--- src/rtl/uart_alu_pkg.sv ---
// Shared constants and state encodings for the serial ALU.
`timescale 1ns/1ps
package uart_alu_pkg;
  localparam int DATA_W       = 8;
  localparam int OVERSAMPLING = 16;

  localparam logic [7:0] OP_ADD = 8'h20;
  localparam logic [7:0] OP_SUB = 8'h22;
  localparam logic [7:0] OP_AND = 8'h24;
  localparam logic [7:0] OP_OR  = 8'h25;
  localparam logic [7:0] OP_XOR = 8'h26;
  localparam logic [7:0] OP_NOR = 8'h27;
  localparam logic [7:0] OP_SRA = 8'h03;
  localparam logic [7:0] OP_SRL = 8'h02;

  typedef enum logic [1:0] {RX_IDLE, RX_START, RX_DATA, RX_STOP} rx_state_t;
  typedef enum logic [1:0] {TX_IDLE, TX_START, TX_DATA, TX_STOP} tx_state_t;
  typedef enum logic [1:0] {COL_WAIT_A, COL_WAIT_B, COL_WAIT_OP, COL_SEND} col_state_t;
endpackage

--- src/rtl/uart_alu_rx.sv ---
// 8N1 UART receiver: two-flop synchroniser plus oversampled framing FSM.
`timescale 1ns/1ps
module uart_rx #(
  parameter int SAMPLES = uart_alu_pkg::OVERSAMPLING,
  parameter int WIDTH   = uart_alu_pkg::DATA_W
) (
  input  logic             clk,
  input  logic             i_rst_n,
  input  logic             i_rx,
  input  logic             i_tick,
  output logic [WIDTH-1:0] o_data,
  output logic             o_done
);
  import uart_alu_pkg::*;

  localparam int CW = $clog2(SAMPLES);
  localparam int BW = $clog2(WIDTH);
  localparam logic [CW-1:0] MID  = CW'(SAMPLES/2 - 1);
  localparam logic [CW-1:0] LAST = CW'(SAMPLES - 1);

  logic             rx_meta_q, rx_sync_q;
  rx_state_t        state_q, state_d;
  logic [CW-1:0]    tick_cnt_q, tick_cnt_d;
  logic [BW-1:0]    bit_cnt_q, bit_cnt_d;
  logic [WIDTH-1:0] shift_q, shift_d;
  logic             done_q, done_d;

  always_ff @(posedge clk) begin
    if (!i_rst_n) begin
      rx_meta_q  <= 1'b1;
      rx_sync_q  <= 1'b1;
      state_q    <= RX_IDLE;
      tick_cnt_q <= '0;
      bit_cnt_q  <= '0;
      shift_q    <= '0;
      done_q     <= 1'b0;
    end else begin
      rx_meta_q  <= i_rx;
      rx_sync_q  <= rx_meta_q;
      state_q    <= state_d;
      tick_cnt_q <= tick_cnt_d;
      bit_cnt_q  <= bit_cnt_d;
      shift_q    <= shift_d;
      done_q     <= done_d;
    end
  end

  always_comb begin
    state_d    = state_q;
    tick_cnt_d = tick_cnt_q;
    bit_cnt_d  = bit_cnt_q;
    shift_d    = shift_q;
    done_d     = 1'b0;
    case (state_q)
      RX_IDLE: if (!rx_sync_q) begin
        state_d    = RX_START;
        tick_cnt_d = '0;
      end
      // Mid-start re-check rejects short low glitches on the line.
      RX_START: if (i_tick) begin
        if (tick_cnt_q == MID) begin
          tick_cnt_d = '0;
          bit_cnt_d  = '0;
          state_d    = rx_sync_q ? RX_IDLE : RX_DATA;
        end else tick_cnt_d = tick_cnt_q + 1'b1;
      end
      RX_DATA: if (i_tick) begin
        if (tick_cnt_q == LAST) begin
          tick_cnt_d = '0;
          shift_d    = {rx_sync_q, shift_q[WIDTH-1:1]};
          if (bit_cnt_q == BW'(WIDTH-1)) state_d = RX_STOP;
          else bit_cnt_d = bit_cnt_q + 1'b1;
        end else tick_cnt_d = tick_cnt_q + 1'b1;
      end
      RX_STOP: if (i_tick) begin
        if (tick_cnt_q == LAST) begin
          state_d = RX_IDLE;
          done_d  = rx_sync_q;
        end else tick_cnt_d = tick_cnt_q + 1'b1;
      end
      default: state_d = RX_IDLE;
    endcase
  end

  assign o_data = shift_q;
  assign o_done = done_q;
endmodule

--- src/rtl/uart_alu_top.sv ---
// Serial ALU: receives A, B, OPCODE over UART and replies with the 8-bit result.
`timescale 1ns/1ps
module uart_alu_top #(
  parameter int CLK_FREQ     = 100_000_000,
  parameter int BAUD_RATE    = 38400,
  parameter int OVERSAMPLING = uart_alu_pkg::OVERSAMPLING,
  parameter int DATA_W       = uart_alu_pkg::DATA_W
) (
  input  logic clk,
  input  logic i_rst_n,
  input  logic i_rx,
  output logic o_tx
);
  import uart_alu_pkg::*;

  localparam int DIV  = (CLK_FREQ + (BAUD_RATE*OVERSAMPLING)/2) / (BAUD_RATE*OVERSAMPLING);
  localparam int DCW  = $clog2(DIV + 1);
  localparam int CW   = $clog2(OVERSAMPLING);
  localparam int BW   = $clog2(DATA_W);
  localparam logic [CW-1:0] LAST = CW'(OVERSAMPLING - 1);

  // Oversampling tick generator
  logic [DCW-1:0] div_cnt_q, div_cnt_d;
  logic           tick;

  assign tick = (div_cnt_q == DCW'(DIV - 1));
  always_comb div_cnt_d = tick ? '0 : div_cnt_q + 1'b1;

  logic [DATA_W-1:0] rx_data;
  logic              rx_done;

  uart_rx #(.SAMPLES(OVERSAMPLING), .WIDTH(DATA_W)) u_rx (
    .clk    (clk),
    .i_rst_n(i_rst_n),
    .i_rx   (i_rx),
    .i_tick (tick),
    .o_data (rx_data),
    .o_done (rx_done)
  );

  // ALU: opcode is the byte arriving right now, operands are the stored A/B
  logic [7:0]        op;
  logic [BW-1:0]     shamt;
  logic [DATA_W-1:0] a_q, a_d, b_q, b_d, alu_res;

  assign op    = rx_data[7:0];
  assign shamt = b_q[BW-1:0];

  always_comb begin
    alu_res = '0;
    case (op)
      OP_ADD: alu_res = a_q + b_q;
      OP_SUB: alu_res = a_q - b_q;
      OP_AND: alu_res = a_q & b_q;
      OP_OR:  alu_res = a_q | b_q;
      OP_XOR: alu_res = a_q ^ b_q;
      OP_NOR: alu_res = ~(a_q | b_q);
      OP_SRA: alu_res = DATA_W'($signed(a_q) >>> shamt);
      OP_SRL: alu_res = a_q >> shamt;
      default: alu_res = '0;
    endcase
  end

  // Collector
  col_state_t        col_q, col_d;
  logic [DATA_W-1:0] res_q, res_d;
  logic              tx_start_q, tx_start_d;
  logic              tx_done;

  always_comb begin
    col_d      = col_q;
    a_d        = a_q;
    b_d        = b_q;
    res_d      = res_q;
    tx_start_d = 1'b0;
    case (col_q)
      COL_WAIT_A:  if (rx_done) begin a_d = rx_data; col_d = COL_WAIT_B; end
      COL_WAIT_B:  if (rx_done) begin b_d = rx_data; col_d = COL_WAIT_OP; end
      COL_WAIT_OP: if (rx_done) begin
        res_d      = alu_res;
        tx_start_d = 1'b1;
        col_d      = COL_SEND;
      end
      COL_SEND:    if (tx_done) col_d = COL_WAIT_A;
      default:     col_d = COL_WAIT_A;
    endcase
  end

  // Transmitter; a start request waits for the next tick boundary
  tx_state_t         tx_state_q, tx_state_d;
  logic [CW-1:0]     tx_cnt_q, tx_cnt_d;
  logic [BW-1:0]     tx_bit_q, tx_bit_d;
  logic [DATA_W-1:0] tx_shift_q, tx_shift_d;
  logic              tx_pend_q, tx_pend_d;
  logic              tx_q, tx_d;

  always_comb begin
    tx_state_d = tx_state_q;
    tx_cnt_d   = tx_cnt_q;
    tx_bit_d   = tx_bit_q;
    tx_shift_d = tx_shift_q;
    tx_pend_d  = tx_pend_q;
    tx_d       = tx_q;
    tx_done    = 1'b0;
    case (tx_state_q)
      TX_IDLE: begin
        tx_d = 1'b1;
        if (tx_start_q) tx_pend_d = 1'b1;
        if (tx_pend_q && tick) begin
          tx_state_d = TX_START;
          tx_cnt_d   = '0;
          tx_shift_d = res_q;
          tx_pend_d  = 1'b0;
          tx_d       = 1'b0;
        end
      end
      TX_START: if (tick) begin
        if (tx_cnt_q == LAST) begin
          tx_state_d = TX_DATA;
          tx_cnt_d   = '0;
          tx_bit_d   = '0;
          tx_d       = tx_shift_q[0];
        end else tx_cnt_d = tx_cnt_q + 1'b1;
      end
      TX_DATA: if (tick) begin
        if (tx_cnt_q == LAST) begin
          tx_cnt_d = '0;
          if (tx_bit_q == BW'(DATA_W-1)) begin
            tx_state_d = TX_STOP;
            tx_d       = 1'b1;
          end else begin
            tx_bit_d   = tx_bit_q + 1'b1;
            tx_shift_d = tx_shift_q >> 1;
            tx_d       = tx_shift_q[1];
          end
        end else tx_cnt_d = tx_cnt_q + 1'b1;
      end
      TX_STOP: if (tick) begin
        if (tx_cnt_q == LAST) begin
          tx_state_d = TX_IDLE;
          tx_done    = 1'b1;
        end else tx_cnt_d = tx_cnt_q + 1'b1;
      end
      default: tx_state_d = TX_IDLE;
    endcase
  end

  always_ff @(posedge clk) begin
    if (!i_rst_n) begin
      div_cnt_q  <= '0;
      col_q      <= COL_WAIT_A;
      a_q        <= '0;
      b_q        <= '0;
      res_q      <= '0;
      tx_start_q <= 1'b0;
      tx_state_q <= TX_IDLE;
      tx_cnt_q   <= '0;
      tx_bit_q   <= '0;
      tx_shift_q <= '0;
      tx_pend_q  <= 1'b0;
      tx_q       <= 1'b1;
    end else begin
      div_cnt_q  <= div_cnt_d;
      col_q      <= col_d;
      a_q        <= a_d;
      b_q        <= b_d;
      res_q      <= res_d;
      tx_start_q <= tx_start_d;
      tx_state_q <= tx_state_d;
      tx_cnt_q   <= tx_cnt_d;
      tx_bit_q   <= tx_bit_d;
      tx_shift_q <= tx_shift_d;
      tx_pend_q  <= tx_pend_d;
      tx_q       <= tx_d;
    end
  end

  assign o_tx = tx_q;
endmodule

--- config.mk ---
export PLATFORM = sky130hd
export DESIGN_NAME = uart_alu_top
export DESIGN_NICKNAME = d
export VERILOG_FILES = /design/src/rtl/uart_alu_pkg.sv /design/src/rtl/uart_alu_rx.sv /design/src/rtl/uart_alu_top.sv
export SDC_FILE = /design/constraint.sdc
export NUM_CORES = 1
export LEC_CHECK = 0
export BUFFER_PORTS_ARGS = -buffer_cell sky130_fd_sc_hd__buf_2
export CAP_MARGIN = 20
export CELL_PAD_IN_SITES_DETAIL_PLACEMENT = 0
export CELL_PAD_IN_SITES_GLOBAL_PLACEMENT = 1
export CORE_MARGIN = 1.5
export CORE_UTILIZATION = 48
export DETAILED_ROUTE_END_ITERATION = 8
export GPL_TIMING_DRIVEN = 1
export HOLD_SLACK_MARGIN = 0.05
export PLACE_DENSITY_LB_ADDON = 0.05
export RECOVER_POWER = 25
export SYNTH_ARGS = -nofsm -noshare
export SYNTH_HDL_FRONTEND = slang
export SYNTH_SLANG_ARGS = --single-unit
--- constraint.sdc ---
create_clock -name clk -period 4.1 [get_ports clk]
set_input_delay 0.41 -clock clk [delete_from_list [all_inputs] [get_ports clk]]
set_output_delay 0.41 -clock clk [all_outputs]
set_load 0.02 [all_outputs]
==> results.md, run 1 <==
- Worst Tran Pin Value: 1.50 ns
- Worst r2r path cells: 11
- Leakage: 1.70 nW
- Endpoints failing setup: 0
- Post-synthesis xor/xnor area fraction: 4.66%
- Maximum VDD drop: 236 uV
- Rel. slew slack: -0.262%
- Synth Flop Type: dfxtp_1
- Crit Path Max Fanout: 7
- Clk sinks: 74
- Drt wl/cell: 16.0 um
- Placed Cells: 689
- Part of the power in the clock network: 42.4%
- Grt ovf: 0
- Antenna-violating nets left: 0
- Nature of the critical path endpoint: flip-flop
- Hold endpoint: u_rx.rx_meta_q$_SDFF_PN1_
- Reg clk slew, reported paths: 0.08 ns
- Post-Syn Instances: 586
- Arrival @ worst endpoint: 3.40 ns
- Synthesis-to-layout area growth: 5.88%
- Vias in the first global route: 3895
- Final wirelength: 11300 um
- Hold Buf Count CTS: 0
- Hold Path Stages: 2
- Worst reg2reg startpoint: u_rx.o_data[6]$_SDFFE_PN0P_
- Register share of total power: 50.3%
- Die H: 102 um
- DRT Pass-1 Iters: 5
- Clock latency on the worst-skew pair: 0.35 ns
- Flop2flop setup slack: 0.97 ns
- Vias/cell: 5.74
- Sw Pwr: 0.361 mW
- Count of flip-flops with a built-in enable after synthesis: 0
- Power density over cell area: 295 nW/um^2
- Synth area leaders: dfxtp_1 (32%), ha_1 (11%), a21oi_1 (5.5%)
- Non-filler instance count after layout: 704
- H-tree depth: 3
- Proportion of synthesized area in mux cells: 6.31%
- Setup TNS: 0 ns
- Post-synthesis register bit count: 74
- Crit path time final: 3.13 ns
- Synth warn: 0
- # resized after CTS: 0
- Post-CTS Setup Bufs: 0
- Synth area leader: dfxtp_1
- Async S/R FF share, synth: 0%
- Final Util: 53.1%
- Final instance area: 4980 sq um
- Number of I/O port buffers: 3
- Outcome: finished with violations
- CTS tree: done
- Antenna violations before repair: 0
- R2R Path End: res_q[6]$_SDFFE_PN0P_
- I/O Pins: 4
- Logic pwr share: 7.4%
- DRT iter0 DRCs: 185
- CTS Buffer Depth: 2
- # DRC: 0
- P_int: 1.11 mW
- Post-Synth Simple-Gate Area: 23.4%
- Adder-Cell Fraction of Synth Area: 11.3%
- Fmax achieved: 319 MHz
- Failing checks: max-capacitance violations, max-slew violations
- Routed vias: 4038
- Max Cap Viol: 1
- CP Class: flip-flop to flip-flop
- Post-synthesis sequential area ratio: 31.5%
- Mapped Area: 4700 sq um
- Main combinational cell family by area after synthesis: simple AND/OR/NAND/NOR gates
- Die W: 102 um
- Worst endpoint required time: 4.37 ns
- Global-route wire length before repair: 19100 um
- Final slew viol count: 33
- Largest net degree at the start of global routing: 34
- Most numerous cell in the Yosys netlist: dfxtp_1
- Dpl hpwl: 8160 um
- Row Count: 35
- Fillers: 953
- Fraction of final layout cells sized beyond drive strength 1: 5.22%
- Crit start category: flip-flop
- Hold Fails Final Rpt: 0
- Core area: 9370 sq um
- Synthesized area per cell: 8.02 sq um
- Post-synthesis compound-gate area fraction: 17.7%
- Area post-placement: 4780 sq um
- CTS Buf Count: 9
- Fin crit share: 76.4%
- Sw Ratio: 24.6%
- Syn_nets: 631
- Final nets: 616
- Initial Util: 50.2%
- N_diodes: 0
- Area of the die: 10400 sq um
- Hold path start: i_rx
- RePlAce Congestion: 0.929
- Clk root buf: clkbuf_8
- Share of the synthesized area in the top cell type: 31.5%
- Netlist cell types: 66
- Tot GR Track Use: 23.2%
- Min-delay worst type: input pin to flip-flop
- RSZ-0062 raised after global routing: false
- Clk_skew: 0.0175 ns
- Most common library cells after synthesis: dfxtp_1 (74), nand2_1 (62), nor2_1 (60)
==> worst max-delay path, stage by stage, from the launching register on <==
cell and delay (ns):
dfxtp_1 0.36, nor4_2 0.46, and4b_1 0.44, nor2_1 0.09, xnor2_1 0.13, ha_1 0.34
nor2b_1 0.15, o21ai_0 0.19, a21boi_0 0.14, o21a_1 0.19, or4_1 0.39, a31oi_1 0.16
==> worst max path at each step <==
stage	from	slack, ns	depth (start not counted)	to
global route	u_rx.o_data[2]$_SDFFE_PN0P_	0.64	11	res_q[6]$_SDFFE_PN0P_
detailed placement	u_rx.o_data[6]$_SDFFE_PN0P_	0.99	11	res_q[6]$_SDFFE_PN0P_
global placement	u_rx.o_data[6]$_SDFFE_PN0P_	1.06	11	res_q[6]$_SDFFE_PN0P_
CTS	u_rx.o_data[6]$_SDFFE_PN0P_	0.98	11	res_q[6]$_SDFFE_PN0P_
finish	u_rx.o_data[6]$_SDFFE_PN0P_	0.97	11	res_q[6]$_SDFFE_PN0P_
floorplan	u_rx.o_data[2]$_SDFFE_PN0P_	1.14	13	res_q[6]$_SDFFE_PN0P_
==> power groups by stage <==
stage	Sequential [mW]	Clock (mW)	Combinational, mW
after floorplan	0.754	0	0.0866
after global placement	0.756	0	0.107
after detailed placement	0.756	0	0.109
after CTS	0.739	0.636	0.110
after global routing	0.741	0.670	0.122
final	0.739	0.623	0.108
==> stage by stage <==
stage	setup WS, ns	total power, mW	hold slack [ns]
2_1_floorplan	1.14	0.840	0.386
3_3_place_gp	1.06	0.863	0.392
3_5_place_dp	0.995	0.865	0.402
4_1_cts	0.980	1.48	0.240
5_1_grt	0.641	1.53	0.256
6_report	0.969	1.47	0.255
==> cells in the final DEF (no fill, tap or decap), drive strengths merged, types with 4 or more instances in the layout <==
cell type,count
dfxtp,74
clkbuf,14
and3,7
xor2,7
a31oi,5
mux2i,24
o21ai,21
xnor2,18
and2,6
a211oi,13
nand2,63
nand4,5
nand3,44
a21oi,52
nor2b,5
inv,28
nor3,7
nor2,60
nand2b,7
ha,41
buf,5
o21a,4
nor4,4
==> area by class of cell <==
| type | instances | area [sq um] | area share [%] |
|---|---|---|---|
| multi-input combinational | 449 | 2970 | 59.7 |
| sequential | 74 | 1480 | 29.8 |
| tap | 129 | 161 | 3.24 |
| clock buffer | 11 | 131 | 2.64 |
| inverter | 29 | 109 | 2.19 |
| clock inverter | 4 | 77.6 | 1.56 |
| timing repair buffer | 8 | 46.3 | 0.930 |
==> cell families after synthesis <==
kind of cell,Yosys count
DFF,74
AOI/OAI and AO/OA,130
buffers and inverters,63
and+or+nand+nor,224
xor gates and xnor gates,25
adders and majority gates,42
muxes,28
==> state kept, by name, summed over array words and instances, names as in the netlist, named ones only <==
signal,count
tx_shift_q,8
tx_pend_q,1
u_rx.rx_meta_q,1
o_tx,1
u_rx.rx_sync_q,1
u_rx.o_data,8
u_rx.o_done,1
tx_state_q,2
a_q,8
tx_bit_q,3
b_q,8
u_rx.bit_cnt_q,3
res_q,8
div_cnt_q,8
col_q,2
u_rx.tick_cnt_q,4
tx_cnt_q,4
u_rx.state_q,1
tx_start_q,1
==> metal layers <==
metal	GRT usage, %	vias up	share of wire, %
met5	0	-	0
met1	31.4	1879	48
met2	37.4	87	46
li1	-	2046	-
met3	3.21	26	3.5
met4	9.48	0	2.6
(Power assumes the default switching activity.)
==> run 2: changes to the inputs <==
- clock period: 4.1 -> 2.95 ns (I/O delays scaled with it)
==> results.md, run 2 (synthesized netlist as in run 1, its figures left out) <==
- Outcome: finished clean
- Dpl ws: 0.122 ns
- CP Class: flip-flop to flip-flop
- RePlAce Congestion: 1.00
- Arrival @ worst endpoint: 3.01 ns
- CTS Buf Count: 9
- CTS Buffer Depth: 2
- Min-delay worst type: input pin to flip-flop
- Die H: 102 um
- Fin crit share: 93.7%
- Drt wl/cell: 15.5 um
- H-tree depth: 3
- Final wirelength: 11100 um
- Largest net degree at the start of global routing: 33
- Final nets: 631
- Power density over cell area: 392 nW/um^2
- Max stage delay on crit path: 0.44 ns
- Maximum VDD drop: 264 uV
- Final Util: 54.4%
- Sw Ratio: 26.7%
- Initial Util: 50.2%
- Final instance area: 5090 sq um
- Synthesis-to-layout area growth: 8.38%
- Dpl hpwl: 8100 um
- Crit start category: flip-flop
- Core area: 9370 sq um
- Vias/cell: 5.66
- Area of the die: 10400 sq um
- Nature of the critical path endpoint: flip-flop
- RSZ-0062 raised after global routing: false
- Fmax achieved: 362 MHz
- Hold Fails Final Rpt: 0
- Crit Path Max Fanout: 6
- P_int: 1.47 mW
- Area post-placement: 4900 sq um
- Rel. slew slack: 37.9%
- Tot GR Track Use: 23.2%
- Worst Tran Pin Value: 0.931 ns
- N_diodes: 0
- Crit path time final: 2.76 ns
- DRT iter0 DRCs: 227
- Final slew viol count: 0
- Clk sinks: 74
- Cell Chain, Critical Path: nor4_4 -> and4b_2 -> mux2_2 -> fa_1 -> nor2b_1 -> o21ai_1 -> a21boi_1 -> a211oi_1 -> o311a_1
- Setup TNS: 0 ns
- Worst endpoint required time: 3.20 ns
- Fillers: 952
- CTS tree: done
- Reg clk slew, reported paths: 0.09 ns
- DRT Pass-1 Iters: 5
- Fraction of final layout cells sized beyond drive strength 1: 8.46%
- Clk_skew: 0.0136 ns
- Logic pwr share: 7.8%
- Vias in the first global route: 3832
- Clock latency on the worst-skew pair: 0.36 ns
- Setup ws final: 0.186 ns
- Part of the power in the clock network: 40.8%
- Leakage: 1.78 nW
- Die W: 102 um
- Grt ovf: 0
- Number of I/O port buffers: 3
- I/O Pins: 4
- Clk root buf: clkbuf_8
- CP max-delay cell: fa_1
- Antenna violations before repair: 0
- Most frequent cells in the layout: dfxtp_1 (74), nand2_1 (63), nor2_1 (60)
- Commonest non-fill, non-tap cell in the layout: dfxtp_1
- Global-route wire length before repair: 18900 um
- Routed vias: 4076
- Antenna-violating nets left: 0
- Sw Pwr: 0.533 mW
- # DRC: 0
- Row Count: 35
- Endpoints failing setup: 0
- Register share of total power: 51.4%
- Max Cap Viol: 0
## run 2: cell types whose count changed in the layout (fill, tap and decap cells not counted), moves of 2 or more
cell	change
buf_4	+16
clkinvlp_4	+2
clkbuf_1	-3
inv_6	+2
## run 2: power by group through the flow
stage | Combinational (mW) | Clock [mW] | Sequential (mW)
final | 0.156 | 0.815 | 1.03
after global routing | 0.176 | 0.875 | 1.03
after floorplan | 0.120 | 0 | 1.05
after global placement | 0.154 | 0 | 1.05
after CTS | 0.157 | 0.835 | 1.03
after detailed placement | 0.156 | 0 | 1.05
## run 2: critical path: cells and delay by family, from the launching register on
kind	cells	cell delay, ns
adders and majority gates	1	0.44
and+or+nand+nor	3	0.78
DFF	1	0.39
muxes	1	0.37
AOI/OAI and AO/OA	4	0.67
## run 2: layout make-up
cell class | count | area, sq um | share of cell area [%]
Multi-Input combinational cell | 449 | 2980 | 58.5
Sequential cell | 74 | 1480 | 29.1
Inverter | 29 | 109 | 2.14
Clock inverter | 7 | 76.3 | 1.50
Timing Repair Buffer | 23 | 163 | 3.19
Clock buffer | 9 | 124 | 2.43
Tap cell | 129 | 161 | 3.17
## run 2: path summary, 6_finish.rpt
| path | from | slack (ns) | cells past startpoint | end |
|---|---|---|---|---|
| worst min-delay path | i_rx | 0.11 | 2 | u_rx.rx_meta_q$_SDFF_PN1_ |
| worst max register to register | u_rx.o_data[6]$_SDFFE_PN0P_ | 0.19 | 9 | res_q[4]$_SDFFE_PN0P_ |
| worst min register to register | u_rx.rx_meta_q$_SDFF_PN1_ | 0.42 | 1 | u_rx.rx_sync_q$_SDFF_PN1_ |
| worst max-delay path | u_rx.o_data[6]$_SDFFE_PN0P_ | 0.19 | 9 | res_q[4]$_SDFFE_PN0P_ |
## run 2: through the flow
step / total power, mW / cells / hold slack, ns
after floorplan: 1.17 / 586 / 0.386
after global placement: 1.20 / 704 / 0.407
after detailed placement: 1.21 / 704 / 0.405
after CTS: 2.02 / 720 / 0.104
after global routing: 2.08 / 720 / 0.113
final: 2.00 / 720 / 0.112
## run 2: metal layers
layer | up-vias | part of all wire, % | track usage, %
li1 | 2069 | - | -
met2 | 78 | 45 | 36.4
met5 | - | 0 | 0
met1 | 1911 | 49 | 32.4
met3 | 18 | 4.0 | 3.28
met4 | 0 | 1.9 | 8.96
## run 2: what timing repair did
item / in CTS / in global routing
endpoints found under the hold margin: 0 / 0
setup buffers: 0 / 0
hold buffers: 0 / 0
gates resized for setup: 0 / 3
endpoints found under the setup margin: 0 / 2
==> run 3: changes to the inputs <==
- ABC_AREA: default -> 1
- CORE_UTILIZATION: 48 -> 46
==> results.md, run 3 <==
- Area of the die: 11100 sq um
- Final wirelength: 12300 um
- Async S/R FF share, synth: 0%
- Vias/cell: 5.25
- CTS Buf Count: 9
- Outcome: finished clean
- CTS Buffer Depth: 2
- Final nets: 769
- Nature of the critical path endpoint: flip-flop
- Vias in the first global route: 4162
- CP Buf/Inv Count: 1
- Fin crit share: 86.5%
- CTS tree: done
- Worst endpoint required time: 3.18 ns
- # DRC: 0
- Synth Flop Type: dfxtp_1
- Most common library cells after synthesis: nand2_1 (178), inv_1 (82), dfxtp_1 (74)
- Max stage delay on crit path: 0.46 ns
- Hold Fails Final Rpt: 0
- Hold Buf Count CTS: 0
- Worst r2r path cells: 14
- Drt wl/cell: 14.2 um
- Antenna-violating nets left: 0
- Synthesis-to-layout area growth: 7.40%
- Synth area leader: dfxtp_1
- M1 wire length: 6180 um
- Fraction of final layout cells sized beyond drive strength 1: 7.96%
- Crit path max-delay family: simple AND/OR/NAND/NOR gates
- Rel. slew slack: 42.2%
- Crit Path Max Fanout: 7
- Tot GR Track Use: 23.3%
- Mapped Area: 4840 sq um
- Detailed-routed wire length on met2: 5500 um
- Hold Path Stages: 2
- Count of flip-flops with a built-in enable after synthesis: 0
- Core area: 10300 sq um
- Synth warn: 0
- CP max-delay cell: dfxtp_1
- Worst path most repeated cell: a21oi_1
- Highest metal used: met4
- Total power after layout: 2.11 mW
- Most frequent cells in the layout: nand2_1 (178), inv_1 (81), dfxtp_1 (73)
- Crit start category: flip-flop
- Synthesized area per cell: 6.73 sq um
- Arrival @ worst endpoint: 2.78 ns
- I/O Pins: 4
- Metal3 WL: 446 um
- DRT Pass-1 Iters: 5
- Leakage: 2.31 nW
- Worst Tran Pin Value: 0.867 ns
- Global-route wire length before repair: 20400 um
- Most numerous cell in the Yosys netlist: nand2_1
- Initial Util: 47.1%
- Netlist cell types: 41
- CP Class: flip-flop to flip-flop
- Syn_nets: 764
- Post-synthesis sequential area ratio: 30.6%
- Largest net degree at the start of global routing: 31
- Final slew viol count: 0
- Hold path start: i_rx
- Antenna violations before repair: 0
- Dpl hpwl: 9190 um
- Row Count: 37
- Setup TNS: 0 ns
- Grt ovf: 0
- N_diodes: 0
- Max Cap Viol: 0
- Share of the synthesized area in the top cell type: 30.6%
- R2R Path End: res_q[6]$_SDFFE_PN0P_
- Flop2flop setup slack: 0.40 ns
- RePlAce Congestion: 0.897
- Commonest non-fill, non-tap cell in the layout: nand2_1
- Clock latency on the worst-skew pair: 0.36 ns
- Clk root buf: clkbuf_8
- Maximum VDD drop: 262 uV
- Clk sinks: 74
- Logic pwr share: 10.6%
- P_int: 1.52 mW
- Min-delay worst type: input pin to flip-flop
- Reg clk slew, reported paths: 0.08 ns
- Die W: 106 um
- Sw Pwr: 0.596 mW
- Crit path time final: 2.55 ns
- Register share of total power: 51.1%
- Endpoints failing setup: 0
- Part of the power in the clock network: 38.3%
- Hold endpoint: u_rx.rx_meta_q$_SDFF_PN1_
- Clk_skew: 0.0135 ns
- Power density over cell area: 407 nW/um^2
- Cell Chain, Critical Path: nand2_1 -> nor2_4 -> nand2_2 -> inv_2 -> nor2_1 -> a21oi_1 -> xor2_1 -> ha_1 -> a21oi_1 -> nand4_1 -> nand3_1 -> nand2_1 -> o21ai_1 -> a21oi_1
- H-tree depth: 3
- Die H: 106 um
- Routed vias: 4540
- RSZ-0062 raised after global routing: false
- Fmax achieved: 392 MHz
- DRT iter0 DRCs: 398
- Sw Ratio: 28.2%
- Post-Syn Instances: 719
- Synth area leaders: dfxtp_1 (31%), nand2_1 (14%), ha_1 (11%)
- Post-synthesis register bit count: 74
- Number of I/O port buffers: 3
- Worst reg2reg startpoint: u_rx.o_data[5]$_SDFFE_PN0P_
run 3: area by class of cell:
| cell class | count | area (sq um) |
|---|---|---|
| clock buffers | 10 | 128 |
| well taps | 136 | 170 |
| flip-flops and latches | 74 | 1480 |
| repair buffers | 14 | 95.1 |
| inverters | 91 | 347 |
| multi-input cells | 534 | 2910 |
| clock inverters | 6 | 65.1 |
| fillers | 1080 | 5080 |
run 3: metal layers:
layer / up-vias / global-route usage (%)
li1: 2365 / -
met1: 2086 / 32.0
met2: 77 / 37.1
met3: 12 / 3.53
met4: 0 / 7.92
met5: - / 0
run 3: power groups by stage:
stage	logic (mW)	clock network (mW)	registers (mW)
floorplan	0.193	0	1.09
finish	0.225	0.810	1.08
global route	0.272	0.878	1.09
global placement	0.216	0	1.10
CTS	0.226	0.827	1.08
detailed placement	0.225	0	1.10
run 3: timing repair:
item                                    4_1_cts  5_1_grt
setup buffers                                 0        5
resized for setup                             0        3
endpoints found under the setup margin        0        3
run 3: how the worst max path moves through the flow:
stage                                start                    end  slack (ns)  depth (start not counted)
6_report       u_rx.o_data[5]$_SDFFE_PN0P_  res_q[6]$_SDFFE_PN0P_        0.40                         14
5_1_grt        u_rx.o_data[4]$_SDFFE_PN0P_  res_q[7]$_SDFFE_PN0P_        0.07                         18
4_1_cts                b_q[1]$_SDFFE_PN0P_  res_q[3]$_SDFFE_PN0P_        0.21                         15
3_5_place_dp           b_q[1]$_SDFFE_PN0P_  res_q[6]$_SDFFE_PN0P_        0.24                         13
3_3_place_gp           b_q[1]$_SDFFE_PN0P_  res_q[3]$_SDFFE_PN0P_        0.26                         14
2_1_floorplan          b_q[1]$_SDFFE_PN0P_  res_q[7]$_SDFFE_PN0P_        0.59                         19
run 3: kinds of logic (layout without fill, tap and decap cells):
family                     count (synthesis)  count (layout)  share of synthesized area, %
AOI/OAI and AO/OA                        129             129                          14.6
xor gates and xnor gates                   9               9                          1.63
adders and majority gates                 42              42                          11.0
buffers and inverters                    111             121                          9.16
and+or+nand+nor                          354             354                          33.0
DFF                                       74              74                          30.6
run 3: through the flow:
step	hold slack [ns]	worst slack, ns	instances	cell area [sq um]	utilization, %
floorplan	0.393	0.594	719	4840	-
global placement	0.398	0.261	844	4970	48.3
detailed placement	0.410	0.237	844	4970	48.3
CTS	0.117	0.207	860	5160	50.2
global route	0.121	0.0708	865	5190	50.5
finish	0.133	0.397	865	5190	50.5
